### src/rtl/enc_pkg.sv
// Shared definitions for the request arbiter feeding the 8-to-3 encoder stage.
package enc_pkg;

  localparam int unsigned DEFAULT_N = 8;

  typedef enum logic {
    ST_IDLE  = 1'b0,
    ST_OFFER = 1'b1
  } state_e;

endpackage

### src/rtl/rr_pick.sv
// Combinational round-robin pick: first set bit of vec at or above ptr, wrapping to bit 0.
module rr_pick #(
  parameter int unsigned N    = 8,
  parameter int unsigned IDXW = $clog2(N)
) (
  input  logic [N-1:0]    vec,
  input  logic [IDXW-1:0] ptr,
  output logic [N-1:0]    onehot,
  output logic [IDXW-1:0] idx,
  output logic            any
);

  logic [N-1:0]   mask;
  logic [2*N-1:0] dbl;

  // Lower copy keeps only bits at/above ptr; upper copy supplies the wrapped-around candidates.
  always_comb begin
    for (int i = 0; i < N; i++) begin
      mask[i] = (i >= int'(ptr));
    end
    dbl = {vec, vec & mask};
  end

  always_comb begin
    logic hit;
    hit    = 1'b0;
    onehot = '0;
    idx    = '0;
    for (int i = 0; i < 2 * N; i++) begin
      if (!hit && dbl[i]) begin
        hit = 1'b1;
        if (i >= N) begin
          idx            = IDXW'(i - N);
          onehot[i - N]  = 1'b1;
        end else begin
          idx            = IDXW'(i);
          onehot[i]      = 1'b1;
        end
      end
    end
    any = hit;
  end

endmodule

### src/rtl/req_onehot_arbiter.sv
// Captures request rising edges into a pending register and offers one round-robin winner
// at a time as a one-hot vector plus index over valid/ready.
module req_onehot_arbiter
  import enc_pkg::*;
#(
  parameter int unsigned N    = DEFAULT_N,
  parameter int unsigned IDXW = $clog2(N)
) (
  input  logic            clk,
  input  logic            rst,
  input  logic            en,
  input  logic [N-1:0]    req_in,
  output logic [N-1:0]    gnt_onehot,
  output logic [IDXW-1:0] gnt_idx,
  output logic            gnt_valid,
  input  logic            gnt_ready,
  output logic [N-1:0]    pending,
  output logic [N-1:0]    dropped,
  input  logic            clr_drop
);

  state_e          state_q, state_d;
  logic [N-1:0]    req_q;
  logic [N-1:0]    rise;
  logic [N-1:0]    clr;
  logic [N-1:0]    drop_set;
  logic [N-1:0]    pending_d, dropped_d;
  logic [N-1:0]    onehot_d;
  logic [IDXW-1:0] idx_d;
  logic            valid_d;
  logic [IDXW-1:0] rr_ptr_q, rr_ptr_d;
  logic            accept;

  logic [N-1:0]    pick_onehot;
  logic [IDXW-1:0] pick_idx;
  logic            pick_any;

  rr_pick #(
    .N    (N),
    .IDXW (IDXW)
  ) u_rr_pick (
    .vec    (pending),
    .ptr    (rr_ptr_q),
    .onehot (pick_onehot),
    .idx    (pick_idx),
    .any    (pick_any)
  );

  assign accept = gnt_valid & gnt_ready;
  assign rise   = req_in & ~req_q;
  assign clr    = accept ? gnt_onehot : '0;

  // A fresh edge re-arms a bit even in the cycle its previous request is granted.
  assign drop_set  = rise & pending & ~clr;
  assign pending_d = (pending & ~clr) | rise;
  assign dropped_d = (clr_drop ? '0 : dropped) | drop_set;

  always_comb begin
    state_d  = state_q;
    onehot_d = gnt_onehot;
    idx_d    = gnt_idx;
    valid_d  = gnt_valid;
    rr_ptr_d = rr_ptr_q;
    unique case (state_q)
      ST_IDLE: begin
        if (en && pick_any) begin
          state_d  = ST_OFFER;
          onehot_d = pick_onehot;
          idx_d    = pick_idx;
          valid_d  = 1'b1;
        end
      end
      ST_OFFER: begin
        if (accept) begin
          state_d  = ST_IDLE;
          rr_ptr_d = (gnt_idx == IDXW'(N - 1)) ? '0 : gnt_idx + IDXW'(1);
          onehot_d = '0;
          idx_d    = '0;
          valid_d  = 1'b0;
        end
      end
      default: state_d = ST_IDLE;
    endcase
  end

  always_ff @(posedge clk or posedge rst) begin
    if (rst) begin
      state_q    <= ST_IDLE;
      req_q      <= '0;
      pending    <= '0;
      dropped    <= '0;
      gnt_onehot <= '0;
      gnt_idx    <= '0;
      gnt_valid  <= 1'b0;
      rr_ptr_q   <= '0;
    end else begin
      state_q    <= state_d;
      req_q      <= req_in;
      pending    <= pending_d;
      dropped    <= dropped_d;
      gnt_onehot <= onehot_d;
      gnt_idx    <= idx_d;
      gnt_valid  <= valid_d;
      rr_ptr_q   <= rr_ptr_d;
    end
  end

endmodule

### config.mk
export PLATFORM = sky130hd
export DESIGN_NAME = req_onehot_arbiter
export DESIGN_NICKNAME = d
export VERILOG_FILES = /design/src/rtl/enc_pkg.sv /design/src/rtl/rr_pick.sv /design/src/rtl/req_onehot_arbiter.sv
export SDC_FILE = /design/constraint.sdc
export NUM_CORES = 1
export LEC_CHECK = 0
export ABC_AREA = 1
export CORE_UTILIZATION = 50
export CTS_CLUSTER_DIAMETER = 150
export DETAILED_ROUTE_END_ITERATION = 8
export GPL_TIMING_DRIVEN = 0
export HOLD_SLACK_MARGIN = 0.15
export PLACE_DENSITY_LB_ADDON = 0.15
export SLEW_MARGIN = 20
export SYNTH_ARGS = -nofsm -noshare
export SYNTH_HDL_FRONTEND = slang
export SYNTH_SLANG_ARGS = --single-unit
export TNS_END_PERCENT = 10
### constraint.sdc
create_clock -name clk -period 2.4 [get_ports clk]
set_clock_uncertainty 0.2 [all_clocks]
set_input_delay 0.36 -clock clk [delete_from_list [all_inputs] [get_ports clk]]
set_output_delay 0.36 -clock clk [all_outputs]
set_load 0.01 [all_outputs]
==> reports/metrics.cfg, run 1 <==
[setup_path]
worst-path-buf-inv=2
startpoint_type=register
rr_worst_depth=14
critPathArrivalTime_ns=2.20
critPathKind=register to register
endpoint_kind=register
critPathTopFamily=simple AND/OR/NAND/NOR gates
cp-startpoint=pending[0]
path_cells=inv_2 -> nor2_1 -> nand2_2 -> nand3_2 -> nor2_2 -> nand4_2 -> nor2_2 -> nand4_2 -> nor2_2 -> nand4_2 -> nand2_4 -> buf_6 -> nand3_1 -> nand2_1
crit_slowest_cell=dfrtp_1
critPathRequiredTime_ns=2.43
crit_fanout=10
reg2reg_slack_ns=0.23
r2r-start=pending[0]
cp_slowest_stage_delay_ns=0.43
r2r_end=gnt_onehot[5]

[timing]
setup_viol=0
hold_violations=0
relSlewSlack=0.669
drv_slew=0
period_needed_ns=2.17
period_share=0.905
worstMarginPinSlew_ns=0.496
hold_slack_ns=0.213
setup_tns_ns=0
max_clock_freq_mhz=461
rsz0062_at_grt=false

[yosys]
postSynth.asyncResetShare=1.00
syn-instance-count=225
ys_ff_latch=40
synth_edf_count=0
synth.area.top_cells=dfrtp_1 (53%), nand2_1 (15%), inv_1 (6.5%)
synthMostInstantiatedCell=nand2_1
yosysSeqAreaShare=0.527
avgSynthCellArea_um2=8.45
synthTopCellsByCount=nand2_1 (76), dfrtp_1 (40), inv_1 (33), nor2_1 (14), nand3_1 (11)
synthesis.area_mm2=0.00190
postSynthNetCount=240
ys_warn_count=0
synth_flop_cell=dfrtp_1
synth_top_area_share=0.527
synth_top_cell_by_area=dfrtp_1
synth_cell_types=24

[floorplanning]
rows=22
start_util=0.519
io_pins=41
dieArea_mm2=0.00405
core-area_mm2=0.00366
die_w_um=63.7
die_h_um=63.7

[clocking]
cts.sink_count=40
cts.clk_slew.worst_paths_ns=0.07
worstSkewPairLatency_ns=0.29
cts_buffers=5
ctsHtreeMaxLevel=2
cts_tree=built
cts_root_buf=clkbuf_8
clk_path_buf_depth=2

[power_and_ir_drop]
p_leak_nw=1.32
vdd_drop_max_mv=0.358
cellPowerDensity_mw_per_mm2=503
internal-power_mw=0.973
p_sw_mw=0.274
switching_share=0.220
clkPwrFrac=0.362
power_frac_seq=0.563
power_mw=1.25
pwr-share-comb=0.075

[cells_and_area]
drive_above_1_share=0.131
antenna_cells=0
layout.nets=288
fillCellCount=308
syn2layout_area_growth_pct=30.4
layoutNonFillerInstCount=322

[global_routing]
grt_antenna_before_repair=0
grt_util_all_layers=0.246
grt_max_degree=23
grt_pass1_wl_mm=7.40
overflow=0
grt_pass1_vias=1602

[worst_hold_path]
min_path_type=input port to asynchronous set/reset pin

[routing]
vias=1573
viasPerCell=4.89
drtAntennaViolNets=0
first_pass_iters=4
drcViolationCount=0
routed_wl_mm=4.28
wl_per_cell_um=13.3
first_iter_violations=99

[status]
status=finished, final reports clean

[placed_design]
dp_hpwl_mm=3.26
dp.cells=313
routabilityCongestion=0.901
numPortBuffers=39

[run]
timing.max_cap.violations=0

-- what timing repair did --
item / in CTS / in global routing
hold buffers: 0 / 0
buffers inserted: 0 / 1
endpoints found under the setup margin: 0 / 1
resized for setup: 0 / 1
-- cell families after synthesis --
family	after synthesis	share of synthesized area
compound gates	23	0.0790
flops	40	0.527
buf+inv	39	0.0816
simple gates	121	0.300
fa+ha+maj	2	0.0132
-- layer usage --
| layer | GRT usage | vias up | routed length (um) |
|---|---|---|---|
| li1 | - | 807 | - |
| met1 | 0.316 | 727 | 2090 |
| met2 | 0.395 | 37 | 2000 |
| met3 | 0.0598 | 2 | 157 |
| met4 | 0.0994 | 0 | 27 |
| met5 | 0 | - | 0 |
-- state kept, by name, summed over array words and instances (netlist names) --
name / count
state_q: 1
req_q: 8
dropped: 8
gnt_valid: 1
pending: 8
rr_ptr_q: 3
gnt_onehot: 8
gnt_idx: 3
-- worst max-delay path by stage --
stage	slack [ns]	cells past startpoint	to
after global routing	0.02	14	gnt_onehot[5]
after global placement	0.12	2	req_q[7]
after floorplan	0.45	13	state_q
final	0.23	14	gnt_onehot[5]
after detailed placement	0.22	13	state_q
after CTS	0.18	14	gnt_onehot[5]
-- worst register-to-register path: stages (launching register included) --
cell and delay [ns]:
dfrtp_1 0.43, inv_2 0.09, nor2_1 0.07, nand2_2 0.11
nand3_2 0.10, nor2_2 0.11, nand4_2 0.09, nor2_2 0.12
nand4_2 0.12, nor2_2 0.12, nand4_2 0.12, nand2_4 0.14
buf_6 0.16, nand3_1 0.08, nand2_1 0.07
-- cell usage in the layout, fill, tap and decap left out --
master	n
o22ai_1	10
nand2_1	76
buf_16	1
clkinv_1	1
o21ai_4	1
nand4_2	5
nand3_2	4
buf_4	1
nor2_1	14
nor2_2	7
nand3_1	11
inv_2	4
buf_6	1
clkdlybuf4s50_1	39
o221ai_1	1
nand2_4	1
a21oi_1	3
inv_1	31
o31ai_1	1
clkbuf_8	6
clkinv_2	2
buf_1	1
o211ai_1	2
ha_1	2
dfrtp_1	40
o21ai_0	5
nand4_1	1
buf_2	1
nand2_2	2
-- stage by stage --
step / utilization / worst slack (ns) / instance area [um^2]
2_1_floorplan: - / 0.447 / 1900
3_3_place_gp: 0.642 / 0.118 / 2350
3_5_place_dp: 0.650 / 0.221 / 2380
4_1_cts: 0.675 / 0.182 / 2470
5_1_grt: 0.677 / 0.0220 / 2480
6_report: 0.677 / 0.229 / 2480
-- layout make-up --
type | count | area (um^2) | share of cell area
buffer | 3 | 20.0 | 0.00808
clock inverter | 2 | 10.0 | 0.00404
tap | 48 | 60.1 | 0.0242
inverter | 36 | 135 | 0.0545
multi-input combinational | 146 | 744 | 0.300
sequential | 40 | 1000 | 0.404
timing repair buffer | 41 | 425 | 0.172
clock buffer | 6 | 82.6 | 0.0333
-- power by group through the flow --
stage	clock network, mW	registers (mW)	logic (mW)
after global routing	0.491	0.704	0.104
after floorplan	0	0.720	0.0294
after global placement	0	0.714	0.0872
final	0.452	0.702	0.0934
after CTS	0.459	0.702	0.0955
after detailed placement	0	0.715	0.0954
(Power assumes the default switching activity.)
==> inputs of run 2 (changes only) <==
--- a/config.mk
+++ b/config.mk
@@ -9,7 +9,6 @@
 export CORE_UTILIZATION = 50
 export CTS_CLUSTER_DIAMETER = 150
 export DETAILED_ROUTE_END_ITERATION = 8
-export GPL_TIMING_DRIVEN = 0
 export HOLD_SLACK_MARGIN = 0.15
 export PLACE_DENSITY_LB_ADDON = 0.15
 export SLEW_MARGIN = 20
==> run 2 against run 1 <==
  * Setup slack lost 0.089 ns
  * Critical endpoint is now gnt_idx[1]
  * Worst hold slack gained 0.076 ns
  * Core utilization increased by 1.2 points
  * Cell count grew 1.2%
  * Global-route usage is 0.19 points lower
  * Via count up 3.1%
  * Combinational power down 2.9%
  * Critical path type unchanged
  * Sequential power barely moved
  * Flip-flop and latch count did not move
  * Routed wire length is 5.7% higher
==> reports/metrics.cfg, run 2 (same netlist as run 1, synthesis figures left out) <==
[placed_design]
numPortBuffers=40
dp_worst_setup_slack_ns=0.151
routabilityCongestion=0.930
dp_hpwl_mm=3.37

[setup_path]
path_cells=inv_1 -> nor2_1 -> nand2_2 -> nand3_2 -> nor2_2 -> nand4_2 -> nor2_2 -> nand4_2 -> nor2_2 -> nand4_2 -> nand2_4 -> inv_2 -> nand2_1 -> nand2_1
critPathKind=register to register
crit_cells=14
rr_worst_depth=14
critPathTopFamily=simple AND/OR/NAND/NOR gates
reg2reg_slack_ns=0.14
cp_slowest_stage_delay_ns=0.42
r2r_end=gnt_idx[1]
critPathRequiredTime_ns=2.38
worst-path-buf-inv=2
crit_fanout=10
endpoint=gnt_idx[1]
endpoint_kind=register
cp-startpoint=pending[0]
r2r-start=pending[0]
crit_slowest_cell=dfrtp_1
critPathArrivalTime_ns=2.24
startpoint_type=register

[timing]
period_needed_ns=2.26
postLayoutSetupSlackWorst_ns=0.139
worstMarginPinSlew_ns=0.500
drv_slew=0
max_clock_freq_mhz=442
setup_tns_ns=0
period_share=0.942
hold_violations=0
relSlewSlack=0.667
setup_viol=0

[floorplanning]
start_util=0.519
die_h_um=63.7
core-area_mm2=0.00366
dieArea_mm2=0.00405
die_w_um=63.7
io_pins=41
rows=22

[global_routing]
grt_util_all_layers=0.244
grt_pass1_wl_mm=7.25
overflow=0
grt_pass1_vias=1487
grt_max_degree=41
grt_antenna_before_repair=0

[clocking]
ctsHtreeMaxLevel=2
cts_buffers=5
post_cts_resized=0
cts.clk_slew.worst_paths_ns=0.07
cts.sink_count=40
clk_path_buf_depth=2
worstSkewPairLatency_ns=0.29
cts_tree=built
cts_root_buf=clkbuf_8

[run]
timing.max_cap.violations=0

[cells_and_area]
antenna_cells=0
final_cell_mix=nand2_1 (76), dfrtp_1 (40), clkdlybuf4s50_1 (40)
layout.nets=292
drive_above_1_share=0.133
fin_util=0.689
syn2layout_area_growth_pct=32.7
fillCellCount=310
final_common_cell=nand2_1

[power_and_ir_drop]
p_leak_nw=1.34
vdd_drop_max_mv=0.348
cellPowerDensity_mw_per_mm2=523

[routing]
viasPerCell=4.98
wl_per_cell_um=13.9
vias=1622
first_iter_violations=82
drtAntennaViolNets=0
first_pass_iters=4
routed_wl_mm=4.52
drcViolationCount=0

[status]
status=finished, final reports clean

[worst_hold_path]
min_path_type=input port to asynchronous set/reset pin

==> run 2: cell types whose count changed in the layout (fill, tap and decap cells not counted), sizes merged <==
cell           before  now
bufinv              0    1
clkdlybuf4s50      39   40
buf                 5    8
clkinv              3    2
==> run 2: routing by layer <==
layer,wire [um],global-route usage,share of wire
met1,2150,0.331,0.47
met2,2120,0.378,0.47
met4,41,0.0824,0.0091
met3,211,0.0634,0.047
met5,0,0,0
==> run 2: per-stage QoR <==
stage	std cells	cell area [um^2]	hold slack [ns]	power [mW]
after floorplan	225	1900	0.191	0.749
after global placement	314	2370	0.286	0.804
after detailed placement	314	2370	0.292	0.807
after CTS	322	2480	0.300	1.34
after global routing	326	2520	0.332	1.37
final	326	2520	0.289	1.32
==> run 2: timing repair <==
item / 4_1_cts / 5_1_grt
buffers inserted: 0 / 4
hold buffers: 0 / 0
setup endpoints to repair: 0 / 10
==> run 2: cell type report <==
cell class	instances	area [um^2]	area share
inverter	36	135	0.0536
clock buffer	6	72.6	0.0288
multi-input combinational	146	744	0.295
sequential	40	1000	0.397
tap	48	60.1	0.0238
timing repair buffer	48	473	0.188
clock inverter	2	35.0	0.0139
==> run 2: worst min-delay path by stage <==
stage	from	to	slack (ns)	depth (start not counted)
floorplan	req_in[0]	req_q[0]	0.19	0
global placement	req_q[6]	pending[6]	0.29	3
detailed placement	gnt_valid	gnt_valid	0.29	2
CTS	rst	req_q[5]	0.30	3
global route	req_in[2]	req_q[2]	0.33	1
finish	rst	req_q[5]	0.29	3
==> run 2: worst min-delay path: stages <==
cell             delay (ns)
clkdlybuf4s50_1        0.39
inv_1                  0.05
buf_4                  0.43
==> run 2: power breakdown <==
group / internal [mW] / switching (mW) / total, mW / leakage, nW
combinational: 0.0485 / 0.0423 / 0.0907 / 0.819
sequential: 0.693 / 0.00814 / 0.701 / 0.469
clock: 0.308 / 0.219 / 0.528 / 0.0552
total: 1.05 / 0.270 / 1.32 / 1.34
==> inputs of run 3 (changes only) <==
--- a/config.mk
+++ b/config.mk
@@ -6,9 +6,12 @@
 export NUM_CORES = 1
 export LEC_CHECK = 0
 export ABC_AREA = 1
-export CORE_UTILIZATION = 50
+export CELL_PAD_IN_SITES_DETAIL_PLACEMENT = 1
+export CELL_PAD_IN_SITES_GLOBAL_PLACEMENT = 2
+export CORE_UTILIZATION = 29
 export CTS_CLUSTER_DIAMETER = 150
 export DETAILED_ROUTE_END_ITERATION = 8
+export GPL_ROUTABILITY_DRIVEN = 0
 export HOLD_SLACK_MARGIN = 0.15
 export PLACE_DENSITY_LB_ADDON = 0.15
 export SLEW_MARGIN = 20
==> run 3 against run 2 <==
  * Routed wire length rose by 13%
  * Combinational power fell by 0.4%
  * Setup slack improved by 0.077 ns
  * Non-clock buffer count rose by 1
  * Critical path depth did not move
  * Clock power fell by 18%
  * Count of clock-buffer cells in the layout did not move
  * Design area rose by 0.55%
  * Global-route usage fell by 8.3 points
  * Sequential share of layout area fell by 0.22 points
==> reports/metrics.cfg, run 3 (same netlist as run 1, synthesis figures left out) <==
[status]
status=finished, final reports clean

[clocking]
cts_tree=built
cts_root_buf=clkbuf_8
clk_path_buf_depth=2
worstSkewPairLatency_ns=0.29
cts.sink_count=40
ctsHtreeMaxLevel=2
cts_buffers=5
holdBufCountCts=0
cts.clk_slew.worst_paths_ns=0.08

[routing]
routed_wl_mm=5.11
route.met2.wl_mm=2.34
first_pass_iters=4
vias=1622
met1_length_mm=2.55
dr_wl_met3_um=153
top_layer_used=met4
drtAntennaViolNets=0
wl_per_cell_um=14.4
drcViolationCount=0
viasPerCell=4.57
first_iter_violations=55

[power_and_ir_drop]
cellPowerDensity_mw_per_mm2=483
vdd_drop_max_mv=0.211
p_leak_nw=1.33
power_mw=1.22

[setup_path]
path_cells=inv_2 -> nor2_1 -> nand2_2 -> nand3_2 -> nor2_2 -> nand4_2 -> nor2_2 -> nand4_2 -> nor2_2 -> nand4_2 -> nand2_4 -> inv_2 -> nand2_1 -> nand2_1
worst-path-buf-inv=2
startpoint_type=register
critPathRequiredTime_ns=2.38
cp_slowest_stage_delay_ns=0.43
critPathKind=register to register
crit_fanout=10
critPathArrivalTime_ns=2.16
endpoint_kind=register
critPathTopFamily=simple AND/OR/NAND/NOR gates
crit_slowest_cell=dfrtp_1

[floorplanning]
core-area_mm2=0.00635
die_h_um=83.0
io_pins=41
dieArea_mm2=0.00688
start_util=0.299
die_w_um=83.0
rows=29

[cells_and_area]
layout.nets=293
syn2layout_area_growth_pct=33.4
drive_above_1_share=0.137
final_common_cell=nand2_1
fillCellCount=761
antenna_cells=0
final_cell_mix=nand2_1 (76), dfrtp_1 (40), clkdlybuf4s50_1 (40)

[worst_hold_path]
min_path_type=input port to asynchronous set/reset pin

[global_routing]
grt_util_all_layers=0.161
overflow=0
grt_pass1_vias=1731
grt_pass1_wl_mm=8.63
grt_max_degree=41
grt_antenna_before_repair=0

[placed_design]
numPortBuffers=40
dp_hpwl_mm=3.82

[timing]
period_needed_ns=2.18
relSlewSlack=0.651
hold_violations=0
worstMarginPinSlew_ns=0.524
rsz0062_at_grt=false
max_clock_freq_mhz=458
setup_tns_ns=0
drv_slew=0
period_share=0.910
setup_viol=0

[run]
timing.max_cap.violations=0

-- run 3: cell count changes in the layout (fill, tap and decap cells not counted) --
cell | before | now
buf_4 | 7 | 8
bufinv_16 | 1 | 0
inv_1 | 33 | 32
inv_2 | 2 | 3
-- run 3: final timing paths --
path / cells past startpoint / slack [ns] / end / startpoint
min reg2reg: 3 / 0.30 / pending[4] / req_q[4]
min in group clk: 3 / 0.30 / pending[4] / req_q[4]
max: 14 / 0.22 / gnt_onehot[7] / pending[0]
min: 3 / 0.30 / req_q[2] / rst
max in group asynchronous: 3 / 1.33 / gnt_onehot[1] / rst
max reg2reg: 14 / 0.22 / gnt_onehot[7] / pending[0]
-- run 3: per-stage QoR --
stage | std cells | util | instance area [um^2] | hold slack [ns] | setup slack [ns]
after floorplan | 225 | - | 1900 | 0.191 | 0.447
after global placement | 344 | 0.380 | 2410 | 0.295 | 0.0991
after detailed placement | 344 | 0.380 | 2410 | 0.301 | 0.0874
after CTS | 351 | 0.393 | 2490 | 0.312 | 0.0747
after global routing | 355 | 0.399 | 2530 | 0.334 | 0.00186
final | 355 | 0.399 | 2530 | 0.295 | 0.216
-- run 3: repair_timing --
action	CTS	global route
setup buffers	0	4
endpoints found under the setup margin	0	10
gates resized for setup	0	1
-- run 3: power by group --
| part | switching (mW) | total [mW] | internal (mW) |
|---|---|---|---|
| clock network | 0.235 | 0.433 | 0.198 |
| logic | 0.0418 | 0.0903 | 0.0484 |
| registers | 0.00786 | 0.700 | 0.693 |
| total | 0.284 | 1.22 | 0.939 |
-- run 3: layer usage --
metal | vias to the layer above | GRT usage
met1 | 772 | 0.222
met4 | 0 | 0.0564
met5 | - | 0
li1 | 818 | -
met2 | 28 | 0.252
met3 | 4 | 0.0318
-- run 3: worst min-delay path: stages --
cell and delay, ns:
clkdlybuf4s50_1 0.39, inv_1 0.05, buf_4 0.43
-- run 3: final cells by class --
class / count / area (um^2) / area share
clock buffer: 6 / 72.6 / 0.0286
clock inverter: 1 / 5.00 / 0.00197
inverter: 36 / 135 / 0.0533
multi-input combinational: 146 / 744 / 0.294
sequential: 40 / 1000 / 0.395
tap: 77 / 96.3 / 0.0380
timing repair buffer: 49 / 480 / 0.190
